[config.mk]
export PLATFORM = sky130hd
export DESIGN_NAME = eth_tx_pause_responder_flat
export DESIGN_NICKNAME = d
export VERILOG_FILES = /design/src/rtl/eth_tx_pause_responder_if.sv /design/src/rtl/eth_tx_pause_responder.sv /design/src/flat_wrapper.sv
export SDC_FILE = /design/constraint.sdc
export NUM_CORES = 1
export LEC_CHECK = 0
export CAP_MARGIN = 40
export CORE_ASPECT_RATIO = 1.25
export CORE_UTILIZATION = 53
export CTS_CLUSTER_SIZE = 12
export DETAILED_ROUTE_END_ITERATION = 12
export PLACE_DENSITY = 0.82
export SYNTH_ARGS = -nofsm -noshare
export SYNTH_HDL_FRONTEND = slang
export SYNTH_SLANG_ARGS = --single-unit
export TNS_END_PERCENT = 20
[constraint.sdc]
create_clock -name clk -period 3.25 [get_ports clk]
set_input_delay 0.8125 -clock clk [delete_from_list [all_inputs] [get_ports clk]]
set_output_delay 0.8125 -clock clk [all_outputs]
set_load 0.01 [all_outputs]
[src/rtl/eth_tx_pause_responder_if.sv]
// AXI-Stream bundle for the TX path of one Ethernet channel.
//   master : drives tvalid/tdata/tkeep/tlast/tuser, receives tready
//   slave  : receives tvalid/tdata/tkeep/tlast/tuser, drives tready
interface eth_tx_pause_responder_if #(
    parameter int DW = 64,
    parameter int UW = 1
) ();
    logic            tvalid;
    logic            tready;
    logic [DW-1:0]   tdata;
    logic [DW/8-1:0] tkeep;
    logic            tlast;
    logic [UW-1:0]   tuser;

    modport master (output tvalid, tdata, tkeep, tlast, tuser, input tready);
    modport slave  (input tvalid, tdata, tkeep, tlast, tuser, output tready);
endinterface

[src/rtl/eth_tx_pause_responder.sv]
// Honours link-partner 802.3x PAUSE and 802.1Qbb PFC requests by gating the
// AFU TX AXI-Stream toward the HSSI subsystem, only ever at packet boundaries.
// Ports:
//   clk, softreset        HSSI TX clock, synchronous active-high reset
//   i_fc_enable           1 = honour PAUSE/PFC, 0 = pass everything (timers still run)
//   i_rx_pause_*          PAUSE strobe and quanta from the MAC
//   i_rx_pfc_*            PFC strobe, per-class enable and quanta from the MAC
//   i_tx_class            priority class of the packet at the SOP beat
//   s / m                 upstream (slave) and downstream (master) AXI-Stream
//   o_pause_active        global PAUSE timer nonzero
//   o_pfc_active          per-class PFC timer nonzero
//   o_xoff_events         saturating count of cycles carrying a nonzero-quanta event
module eth_tx_pause_responder #(
    parameter int DW            = 64,
    parameter int UW            = 1,
    parameter int QUANTA_CYCLES = 8
) (
    input  logic        clk,
    input  logic        softreset,
    input  logic        i_fc_enable,
    input  logic        i_rx_pause_valid,
    input  logic [15:0] i_rx_pause_quanta,
    input  logic        i_rx_pfc_valid,
    input  logic [7:0]  i_rx_pfc_class_en,
    input  logic [15:0] i_rx_pfc_quanta,
    input  logic [2:0]  i_tx_class,
    eth_tx_pause_responder_if.slave  s,
    eth_tx_pause_responder_if.master m,
    output logic        o_pause_active,
    output logic [7:0]  o_pfc_active,
    output logic [15:0] o_xoff_events
);

    localparam int PW = (QUANTA_CYCLES > 1) ? $clog2(QUANTA_CYCLES) : 1;
    localparam logic [PW-1:0] P_RELOAD = PW'(QUANTA_CYCLES - 1);
    localparam int NT = 9;  // timers 0..7 = PFC classes, 8 = global PAUSE

    typedef enum logic {IDLE, PKT} state_t;

    state_t        state_q;
    logic [15:0]   tq_q [NT];
    logic [15:0]   tq_d [NT];
    logic [PW-1:0] tp_q [NT];
    logic [PW-1:0] tp_d [NT];
    logic [15:0]   xoff_q, xoff_d;
    logic [NT-1:0] ld;
    logic          event_w;
    logic          blocked;
    logic          hs;

    // Timer next-state: a strobe overwrites (XON loads zero), otherwise count down.
    always_comb begin
        ld = {i_rx_pause_valid, {8{i_rx_pfc_valid}} & i_rx_pfc_class_en};
        for (int unsigned t = 0; t < NT; t++) begin
            tq_d[t] = tq_q[t];
            tp_d[t] = tp_q[t];
            if (ld[t]) begin
                tq_d[t] = (t == 8) ? i_rx_pause_quanta : i_rx_pfc_quanta;
                tp_d[t] = P_RELOAD;
            end else if (tq_q[t] != '0) begin
                if (tp_q[t] == '0) begin
                    tq_d[t] = tq_q[t] - 16'd1;
                    tp_d[t] = P_RELOAD;
                end else begin
                    tp_d[t] = tp_q[t] - PW'(1);
                end
            end
        end
    end

    // One count per cycle no matter how many timers the strobes hit.
    always_comb begin
        event_w = (i_rx_pause_valid && (i_rx_pause_quanta != '0)) ||
                  (i_rx_pfc_valid && (i_rx_pfc_quanta != '0) && (i_rx_pfc_class_en != '0));
        xoff_d  = (event_w && (xoff_q != '1)) ? xoff_q + 16'd1 : xoff_q;
    end

    always_ff @(posedge clk) begin
        if (softreset) begin
            for (int unsigned t = 0; t < NT; t++) begin
                tq_q[t] <= '0;
                tp_q[t] <= '0;
            end
            xoff_q <= '0;
        end else begin
            for (int unsigned t = 0; t < NT; t++) begin
                tq_q[t] <= tq_d[t];
                tp_q[t] <= tp_d[t];
            end
            xoff_q <= xoff_d;
        end
    end

    always_comb begin
        o_pause_active = (tq_q[8] != '0);
        for (int unsigned c = 0; c < 8; c++) begin
            o_pfc_active[c] = (tq_q[c] != '0);
        end
    end

    assign o_xoff_events = xoff_q;

    // Gating is only ever evaluated at a packet boundary; once a packet has
    // started it runs to its last beat regardless of newly arriving pauses.
    assign blocked  = (state_q == IDLE) &&
                      i_fc_enable && (o_pause_active || o_pfc_active[i_tx_class]);
    assign m.tvalid = s.tvalid & ~blocked;
    assign s.tready = m.tready & ~blocked;
    assign hs       = s.tvalid & s.tready;

    always_ff @(posedge clk) begin
        if (softreset) begin
            state_q <= IDLE;
        end else begin
            case (state_q)
                IDLE:    if (hs && !s.tlast) state_q <= PKT;
                PKT:     if (hs && s.tlast)  state_q <= IDLE;
                default: state_q <= IDLE;
            endcase
        end
    end

    // Payload passes straight through.
    logic [DW-1:0]   data_w;
    logic [DW/8-1:0] keep_w;
    logic [UW-1:0]   user_w;

    assign data_w  = s.tdata;
    assign keep_w  = s.tkeep;
    assign user_w  = s.tuser;
    assign m.tdata = data_w;
    assign m.tkeep = keep_w;
    assign m.tuser = user_w;
    assign m.tlast = s.tlast;

endmodule

[src/flat_wrapper.sv]
// flat-port wrapper written by rule: the top's interface ports become plain ports
module eth_tx_pause_responder_flat 
#(
    parameter int DW            = 64,
    parameter int UW            = 1,
    parameter int QUANTA_CYCLES = 8
)
  (clk, softreset, i_fc_enable, i_rx_pause_valid, i_rx_pause_quanta, i_rx_pfc_valid, i_rx_pfc_class_en, i_rx_pfc_quanta, i_tx_class, o_pause_active, o_pfc_active, o_xoff_events, s_tvalid, s_tdata, s_tkeep, s_tlast, s_tuser, s_tready, m_tvalid, m_tdata, m_tkeep, m_tlast, m_tuser, m_tready);
  eth_tx_pause_responder_if #(.DW(DW), .UW(UW)) s_i ();
  eth_tx_pause_responder_if #(.DW(DW), .UW(UW)) m_i ();
  input  logic clk;
  input  logic softreset;
  input  logic i_fc_enable;
  input  logic i_rx_pause_valid;
  input  logic [15:0] i_rx_pause_quanta;
  input  logic i_rx_pfc_valid;
  input  logic [7:0] i_rx_pfc_class_en;
  input  logic [15:0] i_rx_pfc_quanta;
  input  logic [2:0] i_tx_class;
  output logic o_pause_active;
  output logic [7:0] o_pfc_active;
  output logic [15:0] o_xoff_events;
  input wire logic [$bits(s_i.tvalid)-1:0] s_tvalid;
  input wire logic [$bits(s_i.tdata)-1:0] s_tdata;
  input wire logic [$bits(s_i.tkeep)-1:0] s_tkeep;
  input wire logic [$bits(s_i.tlast)-1:0] s_tlast;
  input wire logic [$bits(s_i.tuser)-1:0] s_tuser;
  output wire logic [$bits(s_i.tready)-1:0] s_tready;
  output wire logic [$bits(m_i.tvalid)-1:0] m_tvalid;
  output wire logic [$bits(m_i.tdata)-1:0] m_tdata;
  output wire logic [$bits(m_i.tkeep)-1:0] m_tkeep;
  output wire logic [$bits(m_i.tlast)-1:0] m_tlast;
  output wire logic [$bits(m_i.tuser)-1:0] m_tuser;
  input wire logic [$bits(m_i.tready)-1:0] m_tready;
  assign s_i.tvalid = s_tvalid;
  assign s_i.tdata = s_tdata;
  assign s_i.tkeep = s_tkeep;
  assign s_i.tlast = s_tlast;
  assign s_i.tuser = s_tuser;
  assign s_tready = s_i.tready;
  assign m_tvalid = m_i.tvalid;
  assign m_tdata = m_i.tdata;
  assign m_tkeep = m_i.tkeep;
  assign m_tlast = m_i.tlast;
  assign m_tuser = m_i.tuser;
  assign m_i.tready = m_tready;
  eth_tx_pause_responder #(.DW(DW), .UW(UW), .QUANTA_CYCLES(QUANTA_CYCLES)) u_core (.clk(clk), .softreset(softreset), .i_fc_enable(i_fc_enable), .i_rx_pause_valid(i_rx_pause_valid), .i_rx_pause_quanta(i_rx_pause_quanta), .i_rx_pfc_valid(i_rx_pfc_valid), .i_rx_pfc_class_en(i_rx_pfc_class_en), .i_rx_pfc_quanta(i_rx_pfc_quanta), .i_tx_class(i_tx_class), .s(s_i), .m(m_i), .o_pause_active(o_pause_active), .o_pfc_active(o_pfc_active), .o_xoff_events(o_xoff_events));
endmodule
==> results.sh, run 1 <==
export IMPL_fmax_mhz=304
export IMPL_worst_ep_required_time_ns=2.44
export IMPL_fillers=1769
export IMPL_worst_hold_startpoint="u_core.o_xoff_events[7]$_SDFFE_PP0P_"
export IMPL_outcome="complete, but fails checks"
export IMPL_cts_max_level=4
export IMPL_slew_viol_final=0
export IMPL_root_buffer="clkbuf_16"
export IMPL_place_congestion=0.885
export IMPL_viasPerCell=6.17
export IMPL_slowest_stage="or4_4"
export IMPL_crit_family="simple AND/OR/NAND/NOR gates"
export IMPL_syn_area_per_cell_um2=8.08
export IMPL_cts_buffer_depth=2
export IMPL_grt_total_usage_pct=27.4
export IMPL_synth_ff_latch_count=188
export IMPL_rsz0062_at_grt="true"
export IMPL_hpwlAfterDp_um=20700
export IMPL_slew_headroom_pct=44.6
export IMPL_crit_top_cell="or4_4"
export IMPL_clock_latency_ns=0.44
export IMPL_n_antenna_cell=0
export IMPL_endpoint_kind="output pin"
export IMPL_yosys_cell_types_count=69
export IMPL_die_area_um2=22100
export IMPL_startpoint="u_core.tq_q[0][135]$_SDFFE_PP0P_"
export IMPL_syn2layout_area_growth_pct=13.8
export IMPL_min_period_ns=3.29
export IMPL_critPathBufInv=1
export IMPL_grt_pass1_vias=9867
export IMPL_path_cells="or4_4 -> or4_4 -> o31ai_4 -> nand2_1 -> o22ai_2 -> buf_2"
export IMPL_hold_violations=0
export IMPL_max_stage_delay_ns=0.56
export IMPL_die_width_um=133
export IMPL_clock_sinks=188
export IMPL_peakVddDrop_v=0.000438
export IMPL_layout_common_cells="188 x dfxtp_1, 176 x nor2_1, 112 x a211oi_1"
export IMPL_reg2reg_slack_ns=0.89
export IMPL_post_route_util_pct=61.9
export IMPL_grt_first_pass_wirelength_um=49100
export IMPL_pin_count=225
export IMPL_synthArstFlopShare_pct=0
export IMPL_seq_area_frac_synth_pct=33.0
export IMPL_synth_fp_nets=1572
export IMPL_first_iter_violations=852
export IMPL_r2r_start="u_core.tq_q[0][112]$_SDFFE_PP0P_"
export IMPL_clk_pin_slew_ns=0.07
export IMPL_hold_ws_ns=0.504
export IMPL_ys_warn_count=0
export IMPL_final_setup_worst_slack_ns=-0.0400
export IMPL_vias=10600
export IMPL_layout_commonest_cell="dfxtp_1"
export IMPL_cts_buffers_inserted=17
export IMPL_drive_gt1_share_pct=11.7
export IMPL_grt_overflow=0
export IMPL_p_per_area_nw_per_um2=565
export IMPL_numPortBuffers=78
export IMPL_initial_core_util_pct=54.4
export IMPL_startpoint_type="register"
export IMPL_core_area_um2=21000
export IMPL_dr_pass1_iters=8
export IMPL_finalCritPeriodShare_pct=101
export IMPL_routed_wl_um=30600
export IMPL_min_path_type="reg -> reg"
export IMPL_finalSetupViolCount=2
export IMPL_drv_cap=0
export IMPL_fp_dieH_um=166
export IMPL_grt_max_degree=48
export IMPL_num_rows=59
export IMPL_ant_nets=0
export IMPL_cp_max_fo=3
export IMPL_finalClockSkew_ns=0.00728
export IMPL_synth_area_um2=11400
export IMPL_holdBufCountCts=0
export IMPL_crit_type="reg -> out"
export IMPL_worst_pin_slew_ns=0.820
export IMPL_ys_flop_type="dfxtp_1"
export IMPL_p_leak_nw=4.74
export IMPL_violations="negative setup slack"
export IMPL_synth_edf_count=0
export IMPL_wl_per_cell_um=17.9
export IMPL_syn_inst=1411
export IMPL_cp_arrival_ns=2.48
export IMPL_drc=0
export IMPL_antenna_found_initial=0
export IMPL_place_ws_ns=-0.266
export IMPL_cts_tree="yes"
export IMPL_fin_nets=1587
-- cell type report --
class | instances | area, um2 | share of cell area [%]
clock buffer | 18 | 439 | 3.38
clock inverter | 14 | 176 | 1.36
inverter | 58 | 218 | 1.68
multi-input combinational | 1003 | 6650 | 51.2
sequential | 188 | 3760 | 29.0
tap | 274 | 343 | 2.64
timing repair buffer | 158 | 1390 | 10.7
-- synth_stat cells, drive strengths merged (8+ instances only) --
master | number | area share (%)
a211oi | 112 | 7.4
a21oi | 53 | 2.3
a311oi | 16 | 1.2
and2 | 8 | 0.45
buf | 91 | 5.5
clkbuf | 71 | 2.3
dfxtp | 188 | 33
ha | 37 | 4.1
inv | 58 | 1.9
mux2i | 8 | 0.70
nand2 | 77 | 2.5
nand2b | 8 | 0.44
nand3 | 54 | 2.4
nand3b | 12 | 0.79
nand4 | 21 | 1.2
nand4b | 11 | 0.85
nor2 | 176 | 5.8
nor3 | 30 | 1.3
nor3b | 13 | 0.86
nor4 | 61 | 3.8
nor4b | 12 | 1.0
o21ai | 38 | 1.7
o31ai | 10 | 0.66
o41ai | 8 | 0.61
or3 | 26 | 1.4
or4 | 25 | 1.7
xnor2 | 51 | 3.9
xor2 | 55 | 4.2
-- layer usage --
layer	track usage (%)	part of all wire (%)	vias to the layer above
met5	0	0	-
met4	13.0	3.7	0
met3	4.58	7.0	86
met2	45.0	47	389
met1	34.8	43	5007
li1	-	-	5085
-- power by group --
group	switching, mW	internal [mW]
combinational	1.24	1.02
sequential	0.283	2.60
clock	0.992	1.19
total	2.52	4.81
-- worst paths after layout --
check,to,cells past startpoint
hold reg to reg,u_core.o_xoff_events[7]$_SDFFE_PP0P_,2
hold / removal,u_core.o_xoff_events[7]$_SDFFE_PP0P_,2
setup / recovery,m_tvalid,6
setup reg to reg,u_core.tq_q[0][126]$_SDFFE_PP0P_,8
-- repair_timing --
action                     4_1_cts  5_1_grt
gates cloned                     0        0
setup endpoints to repair        6        7
pin swaps                        2        4
resized for setup               14       21
setup buffers                    1        0
hold endpoints to repair         0        0
-- state kept, by name, indices dropped and copies added (netlist names), named ones only --
signal and flops:
u_core.tq_q 144, u_core.tp_q 27, u_core.o_xoff_events 16
-- worst register-to-register path, delay by kind of cell (launching register included) --
kind,cells,cell delay (ns)
compound gates,2,0.93
xor+xnor,1,0.20
fa+ha+maj,1,0.19
buf+inv,2,0.22
flops,1,0.37
simple gates,2,0.36
-- cell families after synthesis --
kind of cell | after synthesis | synth area share, %
buffers and inverters | 220 | 9.75
adder cells (fa/ha/maj) | 37 | 4.06
AND/OR/NAND/NOR | 566 | 26.7
multiplexers | 11 | 0.999
flip-flops | 188 | 33.0
XOR/XNOR | 106 | 8.14
AO/OA/AOI/OAI | 283 | 17.3
-- through the flow --
stage,area (um2),total power [mW],cells,setup TNS (ns)
floorplan,11400,4.52,1411,0
global placement,12200,5.02,1680,-0.430
detailed placement,12200,5.09,1680,-0.524
CTS,12900,7.28,1713,-0.371
global route,13000,7.75,1713,-0.242
finish,13000,7.33,1713,-0.0574
Power figures use the tool's default switching activity.
==> inputs of run 2 (changes only) <==
--- a/config.mk
+++ b/config.mk
@@ -7,10 +7,11 @@
 export LEC_CHECK = 0
 export CAP_MARGIN = 40
 export CORE_ASPECT_RATIO = 1.25
-export CORE_UTILIZATION = 53
+export CORE_UTILIZATION = 50
 export CTS_CLUSTER_SIZE = 12
 export DETAILED_ROUTE_END_ITERATION = 12
-export PLACE_DENSITY = 0.82
+export GPL_TIMING_DRIVEN = 1
+export PLACE_DENSITY = 0.78
 export SYNTH_ARGS = -nofsm -noshare
 export SYNTH_HDL_FRONTEND = slang
 export SYNTH_SLANG_ARGS = --single-unit
==> constraint.sdc (replaced) <==
create_clock -name clk -period 3.9 [get_ports clk]
set_input_delay 0.975 -clock clk [delete_from_list [all_inputs] [get_ports clk]]
set_output_delay 0.975 -clock clk [all_outputs]
set_load 0.01 [all_outputs]
==> results.sh, run 2 (synthesized netlist as in run 1, its figures left out) <==
export IMPL_grt_max_degree=105
export IMPL_finalSetupViolCount=0
export IMPL_hpwlAfterDp_um=20300
export IMPL_drive_gt1_share_pct=8.72
export IMPL_layout_commonest_cell="dfxtp_1"
export IMPL_fillers=2006
export IMPL_setup_tns_ns=0
export IMPL_die_area_um2=23400
export IMPL_ant_nets=0
export IMPL_endpoint_kind="output pin"
export IMPL_grt_first_pass_wirelength_um=48300
export IMPL_holdBufCountCts=0
export IMPL_die_width_um=137
export IMPL_regMostFlops="u_core.tq_q"
export IMPL_grt_overflow=0
export IMPL_fmax_mhz=268
export IMPL_p_per_area_nw_per_um2=475
export IMPL_drc=0
export IMPL_initial_core_util_pct=51.1
export IMPL_postLayoutCellArea_um2=12700
export IMPL_num_rows=61
export IMPL_viasPerCell=6.11
export IMPL_slew_headroom_pct=46.3
export IMPL_layout_common_cells="188 x dfxtp_1, 176 x nor2_1, 112 x a211oi_1"
export IMPL_holdPathStages=2
export IMPL_crit_type="in -> out"
export IMPL_r2r_cells=6
export IMPL_worst_pin_slew_ns=0.796
export IMPL_clock_latency_ns=0.43
export IMPL_vias=10300
export IMPL_seq_area_um2=3760
export IMPL_pin_count=225
export IMPL_first_iter_violations=804
export IMPL_rsz0062_at_grt="false"
export IMPL_finalClockSkew_ns=0.00998
export IMPL_cts_tree="yes"
export IMPL_min_period_ns=3.74
export IMPL_postCtsSetupRepairBufs=0
export IMPL_numPortBuffers=78
export IMPL_cts_max_level=4
export IMPL_hold_violations=0
export IMPL_largest_reg_flops=144
export IMPL_startpoint_type="input port"
export IMPL_fin_nets=1558
export IMPL_root_buffer="clkbuf_16"
export IMPL_core_area_um2=22300
export IMPL_clk_pin_slew_ns=0.07
export IMPL_place_area_um2=12000
export IMPL_cp_max_fo=5
export IMPL_p_leak_nw=4.57
export IMPL_wl_per_cell_um=17.7
export IMPL_drv_cap=0
export IMPL_multiInputGateArea_um2=6540
export IMPL_cp_arrival_ns=2.76
export IMPL_peakVddDrop_v=0.000324
export IMPL_min_path_type="reg -> reg"
export IMPL_cts_buffer_depth=2
export IMPL_outcome="completed"
export IMPL_fp_dieH_um=171
export IMPL_syn2layout_area_growth_pct=11.1
export IMPL_post_cts_resized=3
export IMPL_finalCritPeriodShare_pct=95.8
export IMPL_clock_sinks=188
export IMPL_grt_pass1_vias=9934
export IMPL_grt_total_usage_pct=26.2
export IMPL_routed_wl_um=30000
export IMPL_antenna_found_initial=2
export IMPL_worst_ep_required_time_ns=2.92
export IMPL_cts_buffers_inserted=17
export IMPL_dr_pass1_iters=5
export IMPL_slew_viol_final=0
export IMPL_place_congestion=0.942
export IMPL_hold_ws_ns=0.501
[run 2: changes by cell type in the layout (fill, tap and decap cells not counted), sizes merged, moves of 2 or more]
cell           change
clkinvlp           +2
clkdlybuf4s50      +4
inv                -2
buf               -31
[run 2: per-stage QoR]
| step | setup slack [ns] | power (mW) | std cells | util (%) |
|---|---|---|---|---|
| 2_1_floorplan | 0.891 | 3.77 | 1411 | - |
| 3_3_place_gp | 0.0765 | 4.14 | 1661 | 54.0 |
| 3_5_place_dp | 0.00981 | 4.19 | 1661 | 54.0 |
| 4_1_cts | 0.178 | 6.01 | 1693 | 56.8 |
| 5_1_grt | 0.0625 | 6.37 | 1693 | 56.8 |
| 6_report | 0.163 | 6.01 | 1694 | 56.8 |
[run 2: metal layers]
layer	wire, um	part of all wire, %	global-route usage, %	up-vias
met4	1040	3.5	12.2	0
li1	-	-	-	5026
met1	12600	42	30.3	4854
met2	14000	47	44.3	375
met5	0	0	0	-
met3	2340	7.8	7.08	87
[run 2: worst max-delay path, cell delays in order]
cell and delay (ns):
clkdlybuf4s50_1 0.55, and4b_1 0.22, a22o_1 0.22, nor3_1 0.35, o22ai_1 0.13, dlygate4sd2_1 0.31
[run 2: cell type report]
cell class              instances  share of cell area [%]
multi-input cells            1003                    51.7
flip-flops and latches        188                    29.7
repair buffers                129                    9.28
clock buffers                  17                    3.36
well taps                     283                    2.80
inverters                      58                    1.72
clock inverters                15                    1.45
diodes                          1                  0.0198
[run 2: power by group]
group / total, mW / switching, mW / internal [mW] / leakage [nW]
Sequential: 2.40 / 0.234 / 2.17 / 1.56
Combinational: 1.79 / 1.00 / 0.793 / 2.72
Clock: 1.82 / 0.796 / 1.02 / 0.291
Total: 6.01 / 2.03 / 3.98 / 4.57
[run 2: final timing paths]
kind | startpoint | end | slack, ns
hold / removal | u_core.tq_q[0][129]$_SDFFE_PP0P_ | u_core.tq_q[0][129]$_SDFFE_PP0P_ | 0.50
setup reg to reg | u_core.o_xoff_events[0]$_SDFFE_PP0P_ | u_core.o_xoff_events[13]$_SDFFE_PP0P_ | 1.48
setup / recovery | i_tx_class[1] | m_tvalid | 0.16
hold reg to reg | u_core.tq_q[0][129]$_SDFFE_PP0P_ | u_core.tq_q[0][129]$_SDFFE_PP0P_ | 0.50
==> inputs of run 3 (changes only) <==
--- a/config.mk
+++ b/config.mk
@@ -15,4 +15,3 @@
 export SYNTH_ARGS = -nofsm -noshare
 export SYNTH_HDL_FRONTEND = slang
 export SYNTH_SLANG_ARGS = --single-unit
-export TNS_END_PERCENT = 20
==> results of run 3 <==
No change in the layout: final DEF, timing and power equal those of run 2.
==> patch (flow settings as in run 2) <==
`DW` is set to 64 in 3 places; all go to 60.
--- a/src/rtl/eth_tx_pause_responder_if.sv
+++ b/src/rtl/eth_tx_pause_responder_if.sv
@@ -2,7 +2,7 @@
 //   master : drives tvalid/tdata/tkeep/tlast/tuser, receives tready
 //   slave  : receives tvalid/tdata/tkeep/tlast/tuser, drives tready
 interface eth_tx_pause_responder_if #(
-    parameter int DW = 64,
+    parameter int DW = 60,
     parameter int UW = 1
 ) ();
     logic            tvalid;
--- a/src/rtl/eth_tx_pause_responder.sv
+++ b/src/rtl/eth_tx_pause_responder.sv
@@ -11,7 +11,7 @@
 //   o_pfc_active          per-class PFC timer nonzero
 //   o_xoff_events         saturating count of cycles carrying a nonzero-quanta event
 module eth_tx_pause_responder #(
-    parameter int DW            = 64,
+    parameter int DW            = 60,
     parameter int UW            = 1,
     parameter int QUANTA_CYCLES = 8
 ) (
--- a/src/flat_wrapper.sv
+++ b/src/flat_wrapper.sv
@@ -1,7 +1,7 @@
 // flat-port wrapper written by rule: the top's interface ports become plain ports
 module eth_tx_pause_responder_flat 
 #(
-    parameter int DW            = 64,
+    parameter int DW            = 60,
     parameter int UW            = 1,
     parameter int QUANTA_CYCLES = 8
 )
Interface: changed (resized m_tdata, m_tkeep, s_tdata and s_tkeep); port bits go from 225 to 215. The function was not compared with the original's and may differ.
==> patch against run 2 <==
- total power increased by 0.44%
- sequential cell count unchanged
- wire length increased by 0.25%
- cell area increased by 0.24%
- die area decreased by 0.32%
- global-route usage decreased by 0.34 points
- synthesized area decreased by 0.33%
- clock skew increased by 0.0040 ns
- synthesized cell count decreased by 0.35%
- worst setup slack got worse by 0.011 ns
- largest power group unchanged
==> patch: results <==
metrics = {
    "yosys": {
        "syn_nets": 1562,
        "netlist-cell-type-count": 69,
        "post_synth_main_area_contributors": "sky130_fd_sc_hd__dfxtp_1, sky130_fd_sc_hd__a211oi_1, sky130_fd_sc_hd__nor2_1",
        "synth_seq_area_share_pct": 33.1,
        "synthTopCellsByCount": "sky130_fd_sc_hd__dfxtp_1, sky130_fd_sc_hd__nor2_1, sky130_fd_sc_hd__a211oi_1, sky130_fd_sc_hd__nand2_1, sky130_fd_sc_hd__clkbuf_1",
        "asyncSetResetFlopFracSynth_pct": 0,
    },
    "drt": {
        "wl_per_cell_um": 17.7,
        "avgViaCountPerCell": 6.12,
        "first_pass_iters": 5,
        "dr.first_iter.drc_count": 762,
    },
    "critical_path": {
        "crit_path_max_incr_delay_ns": 0.64,
        "timing.critical_path.fanout_max": 5,
        "arrival_ns": 2.77,
        "critical_path.top_delay_family": "simple AND/OR/NAND/NOR gates",
    },
    "global_route": {
        "grt_antenna_before_repair": 2,
        "pin_count_of_the_biggest_net_entering_global_routing": 113,
        "via_count_of_the_first_global_routing_pass": 9523,
        "grt_first_pass_wirelength_um": 47500,
        "grt.total_usage_pct": 25.8,
    },
    "cells_and_area": {
        "largest_register_ff_count": 144,
        "num-fill-cells": 1996,
        "final_layout_size_suffix_gt1_share_pct": 8.79,
    },
    "placement": {
        "post_dp_hpwl_um": 20200,
        "gp_routability_congestion": 0.954,
    },
    "power_and_ir_drop": {
        "static-leakage-power_nw": 4.59,
        "peakVddDrop_mv": 0.342,
    },
    "outcome": {
        "status": "finished, final reports clean",
    },
    "sta": {
        "tightest_slew_ns": 0.887,
        "finalMaxSlewViolations": 0,
        "timing.clock.skew_ns": 0.0140,
    },
    "clocking": {
        "cts_max_level": 4,
        "clock_insertion_delay_worst_skew_ns": 0.45,
    },
}
==> patch: cell count changes after synthesis <==
cell	before	now
sky130_fd_sc_hd__buf_4	74	69
==> patch: timing repair <==
action,CTS,global route
resized for setup,4,0
hold buffers,0,0
buffers inserted,0,0
endpoints found under the setup margin,2,0
==> patch: metrics by stage <==
step | hold slack [ns] | worst slack (ns) | std cells | instance area, um^2
3_3_place_gp | 0.481 | 0.0721 | 1661 | 12000
3_5_place_dp | 0.490 | 0.0401 | 1662 | 12100
2_1_floorplan | 0.471 | 0.891 | 1406 | 11400
6_report | 0.503 | 0.153 | 1696 | 12700
4_1_cts | 0.505 | 0.202 | 1694 | 12700
5_1_grt | 0.530 | 0.0229 | 1694 | 12700
==> patch: worst paths after layout <==
kind,start,endpoint,slack (ns),cells after the start
hold / removal,u_core.o_xoff_events[7]$_SDFFE_PP0P_,u_core.o_xoff_events[7]$_SDFFE_PP0P_,0.50,2
setup reg to reg,u_core.o_xoff_events[0]$_SDFFE_PP0P_,u_core.o_xoff_events[13]$_SDFFE_PP0P_,1.47,6
hold reg to reg,u_core.o_xoff_events[7]$_SDFFE_PP0P_,u_core.o_xoff_events[7]$_SDFFE_PP0P_,0.50,2
setup / recovery,u_core.tq_q[0][23]$_SDFFE_PP0P_,o_pfc_active[1],0.15,4
==> patch: kinds of logic after synthesis <==
family | after synthesis | synth area share [%]
adder cells (fa/ha/maj) | 37 | 4.07
AO/OA/AOI/OAI | 283 | 17.4
AND/OR/NAND/NOR | 566 | 26.8
XOR/XNOR | 106 | 8.17
flip-flops | 188 | 33.1
buffers and inverters | 215 | 9.45
multiplexers | 11 | 1.00
==> patch: layout make-up <==
| class | count | area share [%] |
|---|---|---|
| inverters | 58 | 1.72 |
| flip-flops and latches | 188 | 29.7 |
| multi-input cells | 1003 | 51.5 |
| clock inverters | 15 | 1.56 |
| diodes | 2 | 0.0394 |
| repair buffers | 130 | 9.37 |
| clock buffers | 17 | 3.35 |
| well taps | 283 | 2.79 |
==> patch: layer usage <==
| metal | global-route usage [%] | vias to the layer above | share of wire [%] |
|---|---|---|---|
| met5 | 0 | - | 0 |
| met4 | 10.8 | 0 | 3.2 |
| met3 | 6.16 | 75 | 7.6 |
| met2 | 43.1 | 400 | 47 |
| met1 | 31.5 | 4857 | 43 |
| li1 | - | 5040 | - |
==> patch: power by group <==
group | switching (W) | total, W | internal (W)
Sequential | 0.000235 | 0.00240 | 0.00217
Clock | 0.000858 | 0.00184 | 0.000985
Combinational | 0.000998 | 0.00179 | 0.000794
==> patch: tightest hold or removal path: stages (launching register included) <==
cell                      delay [ns]
sky130_fd_sc_hd__dfxtp_1        0.33
sky130_fd_sc_hd__o31ai_1        0.07
sky130_fd_sc_hd__a21oi_1        0.06
